[src/rtl/ysyx_22050499_pkg.sv]
// Shared definitions for the LSU: FSM state codes, access size codes,
// the AXI OKAY response code and the alignment check.
package ysyx_22050499_pkg;

    typedef logic [2:0] lsu_state_t;

    localparam lsu_state_t ST_IDLE  = 3'd0;
    localparam lsu_state_t ST_ERR   = 3'd1;
    localparam lsu_state_t ST_RADDR = 3'd2;
    localparam lsu_state_t ST_RDATA = 3'd3;
    localparam lsu_state_t ST_WREQ  = 3'd4;
    localparam lsu_state_t ST_WRESP = 3'd5;

    localparam logic [1:0] SZ_BYTE = 2'b00;
    localparam logic [1:0] SZ_HALF = 2'b01;
    localparam logic [1:0] SZ_WORD = 2'b10;
    localparam logic [1:0] SZ_ILL  = 2'b11;

    localparam logic [1:0] RESP_OKAY = 2'b00;

    // A request is rejected when its size code is illegal or its address
    // is not naturally aligned for that size.
    function automatic logic req_bad(input logic [1:0] size, input logic [1:0] off);
        logic bad;
        case (size)
            SZ_BYTE: bad = 1'b0;
            SZ_HALF: bad = off[0];
            SZ_WORD: bad = (off != 2'b00);
            default: bad = 1'b1;
        endcase
        return bad;
    endfunction

endpackage

[src/rtl/ysyx_22050499_lsu_ext.sv]
// Load data extraction: the responder already lane-shifts the addressed
// byte to bit 0, so this only selects the width and extends it.
import ysyx_22050499_pkg::*;

module ysyx_22050499_lsu_ext (
    input  logic [31:0] rdata,
    input  logic [1:0]  size,
    input  logic        sign_ext,
    output logic [31:0] data
);

    // Width select plus sign or zero extension.
    always_comb begin
        data = 32'd0;
        case (size)
            SZ_BYTE: begin
                if (sign_ext) begin
                    data = {{24{rdata[7]}}, rdata[7:0]};
                end else begin
                    data = {24'd0, rdata[7:0]};
                end
            end
            SZ_HALF: begin
                if (sign_ext) begin
                    data = {{16{rdata[15]}}, rdata[15:0]};
                end else begin
                    data = {16'd0, rdata[15:0]};
                end
            end
            SZ_WORD: data = rdata;
            default: data = 32'd0;
        endcase
    end

endmodule

[src/rtl/ysyx_22050499_lsu_axi.sv]
// Load/store unit bridging a simple core request port onto AXI4-Lite.
// One transaction at a time; all bus and response outputs are registered.
import ysyx_22050499_pkg::*;

module ysyx_22050499_lsu_axi #(
    parameter int TIMEOUT = 0
) (
    input  logic        clock,
    input  logic        reset,
    input  logic        req_valid,
    output logic        req_ready,
    input  logic        req_wen,
    input  logic [31:0] req_addr,
    input  logic [31:0] req_wdata,
    input  logic [1:0]  req_size,
    input  logic        req_signed,
    output logic        resp_valid,
    output logic [31:0] resp_rdata,
    output logic        resp_err,
    output logic [31:0] araddr,
    output logic        arvalid,
    input  logic        arready,
    input  logic [31:0] rdata,
    input  logic [1:0]  rresp,
    input  logic        rvalid,
    output logic        rready,
    output logic [31:0] awaddr,
    output logic        awvalid,
    input  logic        awready,
    output logic [31:0] wdata,
    output logic [3:0]  wstrb,
    output logic        wvalid,
    input  logic        wready,
    input  logic [1:0]  bresp,
    input  logic        bvalid,
    output logic        bready
);

    // Counter value on which the timeout fires (unused when TIMEOUT is 0).
    localparam logic [31:0] TMO_LAST = 32'(TIMEOUT - 1);

    lsu_state_t  state_r;
    logic [1:0]  size_r;
    logic        signed_r;
    logic [31:0] tmo_cnt_r;
    logic        arvalid_r, rready_r, awvalid_r, wvalid_r, bready_r;
    logic [31:0] araddr_r, awaddr_r, wdata_r;
    logic [3:0]  wstrb_r;
    logic        resp_valid_r, resp_err_r;
    logic [31:0] resp_rdata_r;

    logic        accept_s;
    logic        req_ready_s;
    logic        in_bus_s;
    logic        tmo_hit_s;
    logic        aw_done_s;
    logic        w_done_s;
    logic [31:0] st_wdata_s;
    logic [3:0]  st_wstrb_s;
    logic [31:0] ext_data_s;

    ysyx_22050499_lsu_ext u_ext (
        .rdata    (rdata),
        .size     (size_r),
        .sign_ext (signed_r),
        .data     (ext_data_s)
    );

    // Acceptance is blocked while a response pulse is on the wire.
    always_comb begin
        req_ready_s = (state_r == ST_IDLE) && !resp_valid_r;
        accept_s    = req_valid && req_ready_s;
        in_bus_s    = (state_r == ST_RADDR) || (state_r == ST_RDATA) ||
                      (state_r == ST_WREQ)  || (state_r == ST_WRESP);
        aw_done_s   = !awvalid_r || awready;
        w_done_s    = !wvalid_r || wready;
    end

    // Timeout fires on the last allowed bus-wait cycle.
    always_comb begin
        if ((TIMEOUT != 0) && in_bus_s && (tmo_cnt_r == TMO_LAST)) begin
            tmo_hit_s = 1'b1;
        end else begin
            tmo_hit_s = 1'b0;
        end
    end

    // Store lane placement and byte strobes from the incoming request.
    always_comb begin
        st_wdata_s = req_wdata << {req_addr[1:0], 3'b000};
        case (req_size)
            SZ_BYTE: st_wstrb_s = 4'b0001;
            SZ_HALF: st_wstrb_s = 4'b0011;
            SZ_WORD: st_wstrb_s = 4'b1111;
            default: st_wstrb_s = 4'b0000;
        endcase
        st_wstrb_s = st_wstrb_s << req_addr[1:0];
    end

    // Transaction FSM with registered bus handshakes and response pulse.
    always_ff @(posedge clock) begin
        if (reset) begin
            state_r      <= ST_IDLE;
            size_r       <= SZ_BYTE;
            signed_r     <= 1'b0;
            tmo_cnt_r    <= 32'd0;
            arvalid_r    <= 1'b0;
            araddr_r     <= 32'd0;
            rready_r     <= 1'b0;
            awvalid_r    <= 1'b0;
            awaddr_r     <= 32'd0;
            wvalid_r     <= 1'b0;
            wdata_r      <= 32'd0;
            wstrb_r      <= 4'b0000;
            bready_r     <= 1'b0;
            resp_valid_r <= 1'b0;
            resp_err_r   <= 1'b0;
            resp_rdata_r <= 32'd0;
        end else begin
            resp_valid_r <= 1'b0;
            resp_err_r   <= 1'b0;
            resp_rdata_r <= 32'd0;
            if (in_bus_s) begin
                tmo_cnt_r <= tmo_cnt_r + 32'd1;
            end else begin
                tmo_cnt_r <= 32'd0;
            end

            if (tmo_hit_s) begin
                state_r      <= ST_IDLE;
                tmo_cnt_r    <= 32'd0;
                arvalid_r    <= 1'b0;
                rready_r     <= 1'b0;
                awvalid_r    <= 1'b0;
                wvalid_r     <= 1'b0;
                bready_r     <= 1'b0;
                resp_valid_r <= 1'b1;
                resp_err_r   <= 1'b1;
            end else begin
                case (state_r)
                    ST_IDLE: begin
                        if (accept_s) begin
                            size_r   <= req_size;
                            signed_r <= req_signed;
                            if (req_bad(req_size, req_addr[1:0])) begin
                                state_r <= ST_ERR;
                            end else if (!req_wen) begin
                                state_r   <= ST_RADDR;
                                araddr_r  <= req_addr;
                                arvalid_r <= 1'b1;
                            end else begin
                                state_r   <= ST_WREQ;
                                awaddr_r  <= req_addr;
                                wdata_r   <= st_wdata_s;
                                wstrb_r   <= st_wstrb_s;
                                awvalid_r <= 1'b1;
                                wvalid_r  <= 1'b1;
                            end
                        end else begin
                            state_r <= ST_IDLE;
                        end
                    end
                    ST_ERR: begin
                        state_r      <= ST_IDLE;
                        resp_valid_r <= 1'b1;
                        resp_err_r   <= 1'b1;
                    end
                    ST_RADDR: begin
                        if (arready) begin
                            arvalid_r <= 1'b0;
                            rready_r  <= 1'b1;
                            state_r   <= ST_RDATA;
                        end else begin
                            state_r <= ST_RADDR;
                        end
                    end
                    ST_RDATA: begin
                        if (rvalid) begin
                            rready_r     <= 1'b0;
                            state_r      <= ST_IDLE;
                            resp_valid_r <= 1'b1;
                            resp_err_r   <= (rresp != RESP_OKAY);
                            if (rresp == RESP_OKAY) begin
                                resp_rdata_r <= ext_data_s;
                            end else begin
                                resp_rdata_r <= 32'd0;
                            end
                        end else begin
                            state_r <= ST_RDATA;
                        end
                    end
                    ST_WREQ: begin
                        if (awready) begin
                            awvalid_r <= 1'b0;
                        end else begin
                            awvalid_r <= awvalid_r;
                        end
                        if (wready) begin
                            wvalid_r <= 1'b0;
                        end else begin
                            wvalid_r <= wvalid_r;
                        end
                        if (aw_done_s && w_done_s) begin
                            state_r  <= ST_WRESP;
                            bready_r <= 1'b1;
                        end else begin
                            state_r <= ST_WREQ;
                        end
                    end
                    ST_WRESP: begin
                        if (bvalid) begin
                            bready_r     <= 1'b0;
                            state_r      <= ST_IDLE;
                            resp_valid_r <= 1'b1;
                            resp_err_r   <= (bresp != RESP_OKAY);
                        end else begin
                            state_r <= ST_WRESP;
                        end
                    end
                    default: begin
                        state_r   <= ST_IDLE;
                        arvalid_r <= 1'b0;
                        rready_r  <= 1'b0;
                        awvalid_r <= 1'b0;
                        wvalid_r  <= 1'b0;
                        bready_r  <= 1'b0;
                    end
                endcase
            end
        end
    end

    // Outputs come straight from registers.
    always_comb begin
        req_ready  = req_ready_s;
        resp_valid = resp_valid_r;
        resp_err   = resp_err_r;
        resp_rdata = resp_rdata_r;
        araddr     = araddr_r;
        arvalid    = arvalid_r;
        rready     = rready_r;
        awaddr     = awaddr_r;
        awvalid    = awvalid_r;
        wdata      = wdata_r;
        wstrb      = wstrb_r;
        wvalid     = wvalid_r;
        bready     = bready_r;
    end

endmodule

[config.mk]
export PLATFORM = sky130hd
export DESIGN_NAME = ysyx_22050499_lsu_axi
export DESIGN_NICKNAME = d
export VERILOG_FILES = /design/src/rtl/ysyx_22050499_pkg.sv /design/src/rtl/ysyx_22050499_lsu_ext.sv /design/src/rtl/ysyx_22050499_lsu_axi.sv
export SDC_FILE = /design/constraint.sdc
export NUM_CORES = 1
export LEC_CHECK = 0
export ABC_AREA = 1
export BUFFER_PORTS_ARGS = -buffer_cell sky130_fd_sc_hd__buf_2
export CAP_MARGIN = 30
export CORE_AREA = 2 2 115 117
export DETAILED_ROUTE_END_ITERATION = 7
export DIE_AREA = 0 0 117 119
export PLACE_DENSITY = 0.76
export SLEW_MARGIN = 15
export SYNTH_ARGS = -nofsm -noshare
export SYNTH_HDL_FRONTEND = slang
export SYNTH_SLANG_ARGS = --single-unit
export TNS_END_PERCENT = 10
[constraint.sdc]
create_clock -name clock -period 1.95 [get_ports clock]
set_clock_uncertainty 0.1 [all_clocks]
set_input_delay 0.2925 -clock clock [delete_from_list [all_inputs] [get_ports clock]]
set_output_delay 0.2925 -clock clock [all_outputs]
set_load 0.01 [all_outputs]
Word-level counts from Yosys, hierarchy flattened
Index checks and enable logic that the tools add are counted.
{"block": "classes", "eq_ne": 19, "n_shift": 2, "muxes": 40, "bitwise": 9, "reduce_logical": 28}
{"operator": "32-bit one-hot mux with 3 select lines", "n": 1}
{"operator": "32-bit 2-to-1 mux", "n": 2}
{"operator": "32-bit by 5-bit left shift with 32-bit output", "n": 1}
{"operator": "1-bit one-hot mux with 3 select lines", "n": 8}
{"operator": "1-bit 2-to-1 mux", "n": 22}
{"operator": "4-bit OR reduction", "n": 5}
{"operator": "2-bit != test, second input constant", "n": 9}
{"operator": "3-bit one-hot mux with 5 select lines", "n": 1}
{"operator": "5-bit AND reduction", "n": 3}
{"operator": "3-bit 2-to-1 mux", "n": 4}
{"operator": "4-bit one-hot mux with 3 select lines", "n": 1}
{"operator": "1-bit inverter", "n": 9}
{"operator": "4-bit AND reduction", "n": 2}
{"operator": "3-bit by 2-bit == test with 1-bit output, second input constant", "n": 2}
{"operator": "3-bit == test, second input constant", "n": 2}
{"operator": "2-bit zero test", "n": 3}
{"operator": "3-bit AND reduction", "n": 2}
{"operator": "2-bit nonzero test", "n": 3}
{"operator": "2-bit by 1-bit == test with 1-bit output, second input constant", "n": 2}
{"operator": "2-bit == test, second input constant", "n": 2}
{"operator": "4-bit by 2-bit left shift with 4-bit output", "n": 1}
{"operator": "3-bit by 1-bit == test with 1-bit output, second input constant", "n": 1}
{"operator": "1-bit logical AND", "n": 3}
{"operator": "1-bit zero test", "n": 3}
{"operator": "5 further kinds", "n": 6}
{"block": "totals", "register_bits": 145, "in_bits": 112, "output_inout_bits": 140, "word_cells": 113}

Depth between registers and ports, before layout
Gate-level depths: netlist of the first run.
{"block": "logic_depth", "ltp_word": 9, "mapped_depth": 10, "mapped_depth_nobuf": 9}

Modules after synthesis
From an unflattened synthesis of the first run, not the netlist that was laid out.
{"block": "hier_totals", "cells_unflattened": 932, "hier_area_um2": 6369.9}
{"mod": "ysyx_22050499_lsu_axi", "instances": 1, "cells_each": 849, "area_per_inst_um2": 5906.9, "seq_area_each_um2": 2902.8}
{"mod": "ysyx_22050499_lsu_ext", "instances": 1, "cells_each": 83, "area_per_inst_um2": 462.9, "seq_area_each_um2": 0.0}

Worst setup path before layout of the first run
No wires, ideal clock.
{"block": "synth_timing", "kind": "flip-flop to flip-flop", "startpoint": "reg state_r[1]", "endpoint": "reg wdata_r[27] (netlist: wdata[27])", "setup_ps": 116, "arrival_time_ps": 1409, "required_time_ps": 1734, "setup_slack_ps": 325, "path_stages_with_launch": 9, "n_path_buf": 2, "synth_period_minus_slack_ps": 1625, "cell_sequence": "dfxtp_1 -> buf_4 -> nor2_8 -> nand2_2 -> nor3_4 -> nand3_2 -> clkbuf_1 -> o21ai_0 -> nor2_1"}
{"block": "synth_via", "elab_chain_len": 4}
{"item": "start: declaration", "line": "ysyx_22050499_lsu_axi.sv:42", "text": "lsu_state_t state_r;"}
{"item": "start signal: assignment", "line": "ysyx_22050499_lsu_axi.sv:103", "text": "state_r <= ST_IDLE;"}
{"item": "start signal: assignment", "line": "ysyx_22050499_lsu_axi.sv:130", "text": "state_r <= ST_IDLE;"}
{"item": "start signal: assignment", "line": "ysyx_22050499_lsu_axi.sv:146", "text": "state_r <= ST_ERR;"}
{"item": "3-bit zero test (*)", "line": "ysyx_22050499_lsu_axi.sv:71, ysyx_22050499_lsu_axi.sv:140"}
{"item": "1-bit logical AND", "line": "ysyx_22050499_lsu_axi.sv:71", "text": "req_ready_s = (state_r == ST_IDLE) && !resp_valid_r;"}
{"item": "1-bit logical AND", "line": "ysyx_22050499_lsu_axi.sv:72", "text": "accept_s = req_valid && req_ready_s;"}
{"item": "4-bit AND reduction (no line) (*)"}
{"item": "end signal: assignment", "line": "ysyx_22050499_lsu_axi.sv:154", "text": "wdata_r <= st_wdata_s;"}
{"item": "end: declaration", "line": "ysyx_22050499_lsu_axi.sv:47", "text": "logic [31:0] araddr_r, awaddr_r, wdata_r;"}
Mark *: on every way between the ends. The rest lies on a longest branch, timed or not.
A chain may end at the register's enable or synchronous reset.

Worst setup path in the final report of the first run
{"block": "layout_timing", "startpoint": "reg state_r[1]", "endpoint": "reg araddr_r[20] (netlist: araddr[20])"}
{"block": "layout_via", "elab_chain_len": 4}
{"item": "3-bit zero test (*)", "line": "ysyx_22050499_lsu_axi.sv:71, ysyx_22050499_lsu_axi.sv:140"}
{"item": "1-bit logical AND", "line": "ysyx_22050499_lsu_axi.sv:71"}
{"item": "1-bit logical AND", "line": "ysyx_22050499_lsu_axi.sv:72"}
{"item": "4-bit AND reduction (no line) (*)"}
{"item": "end signal: assignment", "line": "ysyx_22050499_lsu_axi.sv:149", "text": "araddr_r <= req_addr;"}
{"item": "end: declaration", "line": "ysyx_22050499_lsu_axi.sv:47"}
Marked as above.

==> results of run 1 <==
[how the worst min path moves through the flow]
stage                               end  depth (start not counted)  slack (ns)                    from
3_5_place_dp     wdata[14]$_SDFFE_PP0P_                          2        0.35  wdata[14]$_SDFFE_PP0P_
4_1_cts        resp_rdata[6]$_SDFF_PP0_                          3       0.003                rdata[6]
3_3_place_gp     wdata[10]$_SDFFE_PP0P_                          2        0.35  wdata[10]$_SDFFE_PP0P_
6_report       resp_rdata[6]$_SDFF_PP0_                          3       0.008                rdata[6]
5_1_grt        resp_rdata[6]$_SDFF_PP0_                          3        0.01                rdata[6]
2_1_floorplan  resp_rdata[0]$_SDFF_PP0_                          2        0.30                rdata[0]
[stage by stage]
step                utilization [%]  instance area [um2]  setup WS [ns]  hold slack, ns
floorplan                         -                 5930          0.325           0.305
global placement               58.3                 7500         0.0744           0.349
detailed placement             58.3                 7500         0.0249           0.353
CTS                            63.4                 8170         0.0832         0.00345
global route                   63.5                 8170         0.0290          0.0100
finish                         63.5                 8170          0.104         0.00847
[kinds of logic (layout without fill, tap and decap cells)]
family	after synthesis	after routing	share of synthesized area, %
AND/OR/NAND/NOR	381	381	26.5
AO/OA/AOI/OAI	170	170	14.8
flip-flops	145	145	48.9
buffers and inverters	111	380	7.74
multiplexers	8	8	1.35
adder cells (fa/ha/maj)	3	3	0.633
[routing by layer]
| layer | up-vias | GRT usage (%) |
|---|---|---|
| li1 | 3114 | - |
| met1 | 2819 | 28.8 |
| met2 | 247 | 41.4 |
| met3 | 51 | 7.18 |
| met4 | 0 | 13.2 |
| met5 | - | 0 |
[layout make-up]
class	instances	area, um2	area share [%]
Inverter	62	233	2.85
Multi-Input combinational cell	562	2570	31.5
Clock inverter	9	130	1.59
Sequential cell	145	2900	35.5
Clock buffer	23	478	5.85
Timing Repair Buffer	286	1630	20.0
Tap cell	176	220	2.70
[sequential cells by signal, summed over array words and instances, names as in the netlist, 2 cells and up]
register,count
wdata,32
awaddr,32
size_r,2
resp_rdata,32
wstrb,4
state_r,3
araddr,32
[where the power goes]
group	total (mW)	switching, mW	internal (mW)
combinational	1.27	0.751	0.521
clock	3.33	1.22	2.11
sequential	3.24	0.0999	3.14
total	7.84	2.07	5.78
[what timing repair did]
action,CTS,global route
hold endpoints to repair,6,0
resized for setup,0,1
setup endpoints to repair,0,25
hold buffers,6,0
[cell usage after synthesis, drive strengths merged]
master	instances
nand2	103
nor2	233
a21oi	37
ha	3
o31ai	1
clkbuf	34
or2	16
dfxtp	145
nor3	4
mux2i	8
clkinv	1
o211ai	1
nand4	7
o21ai	122
buf	15
inv	61
nand3	18
a31oi	9
[critical path, stage by stage, from the launching register on]
cell and delay, ns:
dfxtp_1 0.37, nor2_8 0.17, nand2_2 0.10, nor3_4 0.16
buf_4 0.17, nand2_2 0.05, buf_4 0.23, o21ai_0 0.27
nor2_1 0.08
==> flow_summary.yaml, run 1 <==
run_status:
  outcome: "finished clean"
sta:
  period_needed_ns: 1.85
  fin_crit_sh_pct: 94.7
  hold_violations: 0
  rsz0062_at_grt: "false"
  worst_slew_pin_slew_ns: 0.400
  max_freq_ghz: 0.542
  setup_viol: 0
  fin_tns_setup_ns: 0
  slew_headroom_pct: 73.3
  slew_viol_final: 0
logic_synthesis:
  synth_area_um2: 5930
  yosysWarningCount: 0
  synth_area_per_cell_um2: 7.25
  ys_top_cells_by_area: "dfxtp_1, nor2_1, o21ai_0"
  synthDistinctLibCells: 28
  synth_top_area_share_pct: 48.9
  synth_nets: 933
  ys_ff_latch: 145
  syn_inst: 818
  yosysSeqAreaShare_pct: 48.9
  synth_top_area_cell: "dfxtp_1"
critical_path:
  criticalPathCategory: "reg2reg"
  r2r_cells: 8
  cp-start-kind: "flip-flop"
  worstPathMaxFanout: 34
  arrival_ns: 2.04
  end_kind: "flip-flop"
  crit_path_start: "state_r[1]$_SDFF_PP0_"
  r2r_start: "state_r[1]$_SDFF_PP0_"
  rrSetupSlack_ns: 0.10
  endpoint: "araddr[20]$_SDFFE_PP0P_"
  reg2reg_to: "araddr[20]$_SDFFE_PP0P_"
  crit_required_ns: 2.15
drt:
  initialDrtViolationCount: 430
  routed.top_layer: "met4"
  drc: 0
  routedWlPerCell_um: 13.8
  num_vias: 6231
  drt_pre_antenna_iters: 6
  wl_met1_mm: 7.05
  routed_wl_mm: 17.5
  drtAntennaViolNets: 0
  met2WireLength_mm: 8.43
  routed_via_density: 4.93
  met3_length_mm: 1.25
grt:
  first_global_vias: 5742
  gr-total-overflow: 0
  grt_use_total_pct: 25.0
  grt_start_max_net_pins: 42
  grt_pass1_wl_mm: 27.3
  antenna_found_initial: 0
clocking:
  htreeDepth: 4
  cts.sinks: 145
  cts_setup_buffers: 0
  clk_latency_ns: 0.41
  cts_root_buf: "clkbuf_16"
  cts_max_path_buffers: 2
  clk_pin_slew_ns: 0.06
  cts-buffers-inserted: 17
  cts_tree: "built"
placement:
  port_buffers: 251
  hpwl_mm: 12.5
  place_inst: 1225
  gp_congestion: 0.895
flow_run:
  maxCapViolCount: 0
cells_and_area:
  final_common_cell: "buf_2"
  fin_cells: 1263
  nets: 1189
  mostFrequentLayoutCells: "buf_2, nor2_1, dfxtp_1"
  drive_gt1_share_pct: 31.6
  area_delta_synth_final_pct: 37.7
  nFillCells: 1196
  diodes: 0
floorplanning:
  start_util_pct: 46.1
  die_w_um: 117
  core_area_um2: 12900
  die_area_um2: 13900
  die_y_um: 119
  rows: 42
  pin_count: 252
hold_path:
  min_path_type: "in2reg"
power:
  leakage_nw: 4.18
  p_per_area_nw_per_um2: 960
  peakVddDrop_uv: 510
  p_total_mw: 7.84
No activity file was read; power rests on OpenSTA's default activity.
==> run 2, diff against run 1 <==
Settings changed: ABC_AREA 1 to default, PLACE_DENSITY 0.76 to 0.75.
==> run 2 against run 1 <==
The flow now finishes with violations (setup timing). Via count is 7.6% lower. Fmax decreased by 6.0%. Sequential power is 2% lower. Hold slack better by 0.0081 ns. First-iteration DRC count shrank 26%. Combinational power fell by 5%. Clock power is 2% higher. Worst setup slack got worse by 0.12 ns. Register-to-register slack worse by 0.12 ns. Clock-buffer cell count decreased by 4. Routed wire length shrank 2.1%. Highest routed layer unchanged.
==> flow_summary.yaml, run 2 <==
grt:
  first_global_vias: 5333
  grt_busiest_layer: "met2"
  grt_start_max_net_pins: 53
  grt_pass1_wl_mm: 25.7
  grt_use_total_pct: 23.5
  gr-total-overflow: 0
  grtUsageMet1_pct: 26.2
  antenna_found_initial: 0
  use_met2_pct: 40.9
  grt_use_met3_pct: 7.99
clocking:
  cts_root_buf: "clkbuf_16"
  cts_tree: "built"
  htreeDepth: 4
  clk_pin_slew_ns: 0.06
  cts-buffers-inserted: 17
  clk_latency_ns: 0.42
  cts_max_path_buffers: 2
  cts.sinks: 145
sta:
  period_needed_ns: 1.96
  slew_headroom_pct: 68.9
  worst_hold_slack_ns: 0.0166
  rsz0062_at_grt: "true"
  fin_crit_sh_pct: 101
  fin_ws_ns: -0.0145
  slew_viol_final: 0
  max_freq_ghz: 0.509
  worst_slew_pin_slew_ns: 0.467
  setup_viol: 5
  hold_violations: 0
drt:
  drtAntennaViolNets: 0
  initialDrtViolationCount: 320
  num_vias: 5755
  drt_pre_antenna_iters: 4
  drc: 0
  routed_via_density: 4.99
  routedWlPerCell_um: 14.8
  routed_wl_mm: 17.1
cells_and_area:
  area_delta_synth_final_pct: 42.5
  final_common_cell: "buf_2"
  diodes: 0
  drive_gt1_share_pct: 36.0
  mostFrequentLayoutCells: "buf_2, nand2_1, dfxtp_1"
  nets: 1079
logic_synthesis:
  synth_ff_type: "dfxtp_1"
  yosysSeqAreaShare_pct: 49.9
  synthArstFlopShare_pct: 0
  syn_inst: 696
  synth_area_um2: 5820
  ys_ff_latch: 145
  synth_nets: 811
  yosysWarningCount: 0
  synth_top_area_share_pct: 49.9
  yosys.cell_count.top_type: "nand2_1"
  synth_area_per_cell_um2: 8.36
  synthDistinctLibCells: 40
  synth_top_area_cell: "dfxtp_1"
  ys_top_cells_by_area: "dfxtp_1, nand2_1, a21oi_1"
  synth-edff-count: 0
  yosys-top-cells-count: "nand2_1, dfxtp_1, a21oi_1, mux2i_1, nor2_1"
floorplanning:
  start_util_pct: 45.2
  pin_count: 252
  die_area_um2: 13900
  rows: 42
  die_y_um: 119
  die_w_um: 117
  core_area_um2: 12900
power:
  p_per_area_nw_per_um2: 938
  leakage_nw: 3.81
  peakVddDrop_uv: 618
  p_total_mw: 7.77
run_status:
  violations: "setup timing"
  outcome: "finished with violations"
critical_path:
  worstPathMaxFanout: 15
  arrival_ns: 2.15
  crit_required_ns: 2.14
  end_kind: "flip-flop"
  cp-start-kind: "flip-flop"
  criticalPathCategory: "reg2reg"
placement:
  port_buffers: 251
  dp_slack_ns: -0.229
  hpwl_mm: 11.8
  gp_congestion: 0.908
hold_path:
  min_path_type: "in2reg"
flow_run:
  maxCapViolCount: 0
[run 2: cell types whose count changed after synthesis, moves of 8 or more]
cell	delta
a21oi_1	+60
a211oi_1	+11
nand2_1	+94
nor3_1	+8
mux2_2	+8
a31oi_1	-8
nor2b_1	+8
or2_2	-15
mux2i_1	+40
nor2_1	-188
inv_1	-40
o21ai_0	-116
or3_1	+9
[run 2: worst paths after layout]
kind | slack [ns] | startpoint | to | cells after the start
max | -0.01 | resp_valid$_SDFF_PP0_ | wdata[20]$_SDFFE_PP0P_ | 7
min | 0.02 | rdata[22] | resp_rdata[22]$_SDFF_PP0_ | 3
max reg2reg | -0.01 | resp_valid$_SDFF_PP0_ | wdata[20]$_SDFFE_PP0P_ | 7
min reg2reg | 0.35 | awaddr[19]$_SDFFE_PP0P_ | awaddr[19]$_SDFFE_PP0P_ | 2
[run 2: what timing repair did]
item / CTS / global route
resized for setup: 8 / 12
gates cloned: 0 / 3
pin swaps: 8 / 8
setup endpoints to repair: 30 / 77
setup buffers: 1 / 2
hold endpoints to repair: 9 / 0
hold buffers: 9 / 0
[run 2: metrics by stage]
step | TNS, ns | cell area, um2 | util, % | std cells
2_1_floorplan | 0 | 5830 | - | 696
3_3_place_gp | -11.13 | 7390 | 57.4 | 1106
3_5_place_dp | -13.97 | 7390 | 57.4 | 1106
4_1_cts | -0.0805 | 8140 | 63.3 | 1148
5_1_grt | -2.36 | 8290 | 64.4 | 1153
6_report | -0.0390 | 8290 | 64.4 | 1153
[run 2: area by class of cell]
class                   count  area, um2
multi-input cells         480       2670
inverters                  19       78.8
fillers                  1101       4590
flip-flops and latches    145       2900
clock inverters            13        186
well taps                 176        220
clock buffers              19        433
repair buffers            301       1800
[run 2: cells by family (layout without fill, tap and decap cells)]
family | count (synthesis) | in the layout | share of synthesized area (%)
AO/OA/AOI/OAI | 131 | 131 | 13.2
adder cells (fa/ha/maj) | 3 | 3 | 0.646
buffers and inverters | 71 | 352 | 5.42
flip-flops | 145 | 145 | 49.9
multiplexers | 56 | 56 | 9.81
AND/OR/NAND/NOR | 290 | 290 | 21.0
[run 2: critical path, cell delays in order (launching register included)]
cell and delay, ns:
dfxtp_1 0.30, or4_4 0.58, inv_8 0.11, o2111ai_4 0.13, buf_12 0.19, buf_4 0.14, a211oi_4 0.23, nor3_2 0.05
[run 2: power breakdown]
part | switching [mW] | internal [mW] | total (mW)
clock | 1.25 | 2.14 | 3.39
combinational | 0.677 | 0.533 | 1.21
sequential | 0.0723 | 3.10 | 3.17
total | 2.00 | 5.78 | 7.77
[run 2: layer usage]
| metal | vias to the layer above | wire (um) |
|---|---|---|
| li1 | 2856 | - |
| met1 | 2660 | 6980 |
| met2 | 208 | 8530 |
| met3 | 31 | 1190 |
| met4 | 0 | 395 |
| met5 | - | 0 |
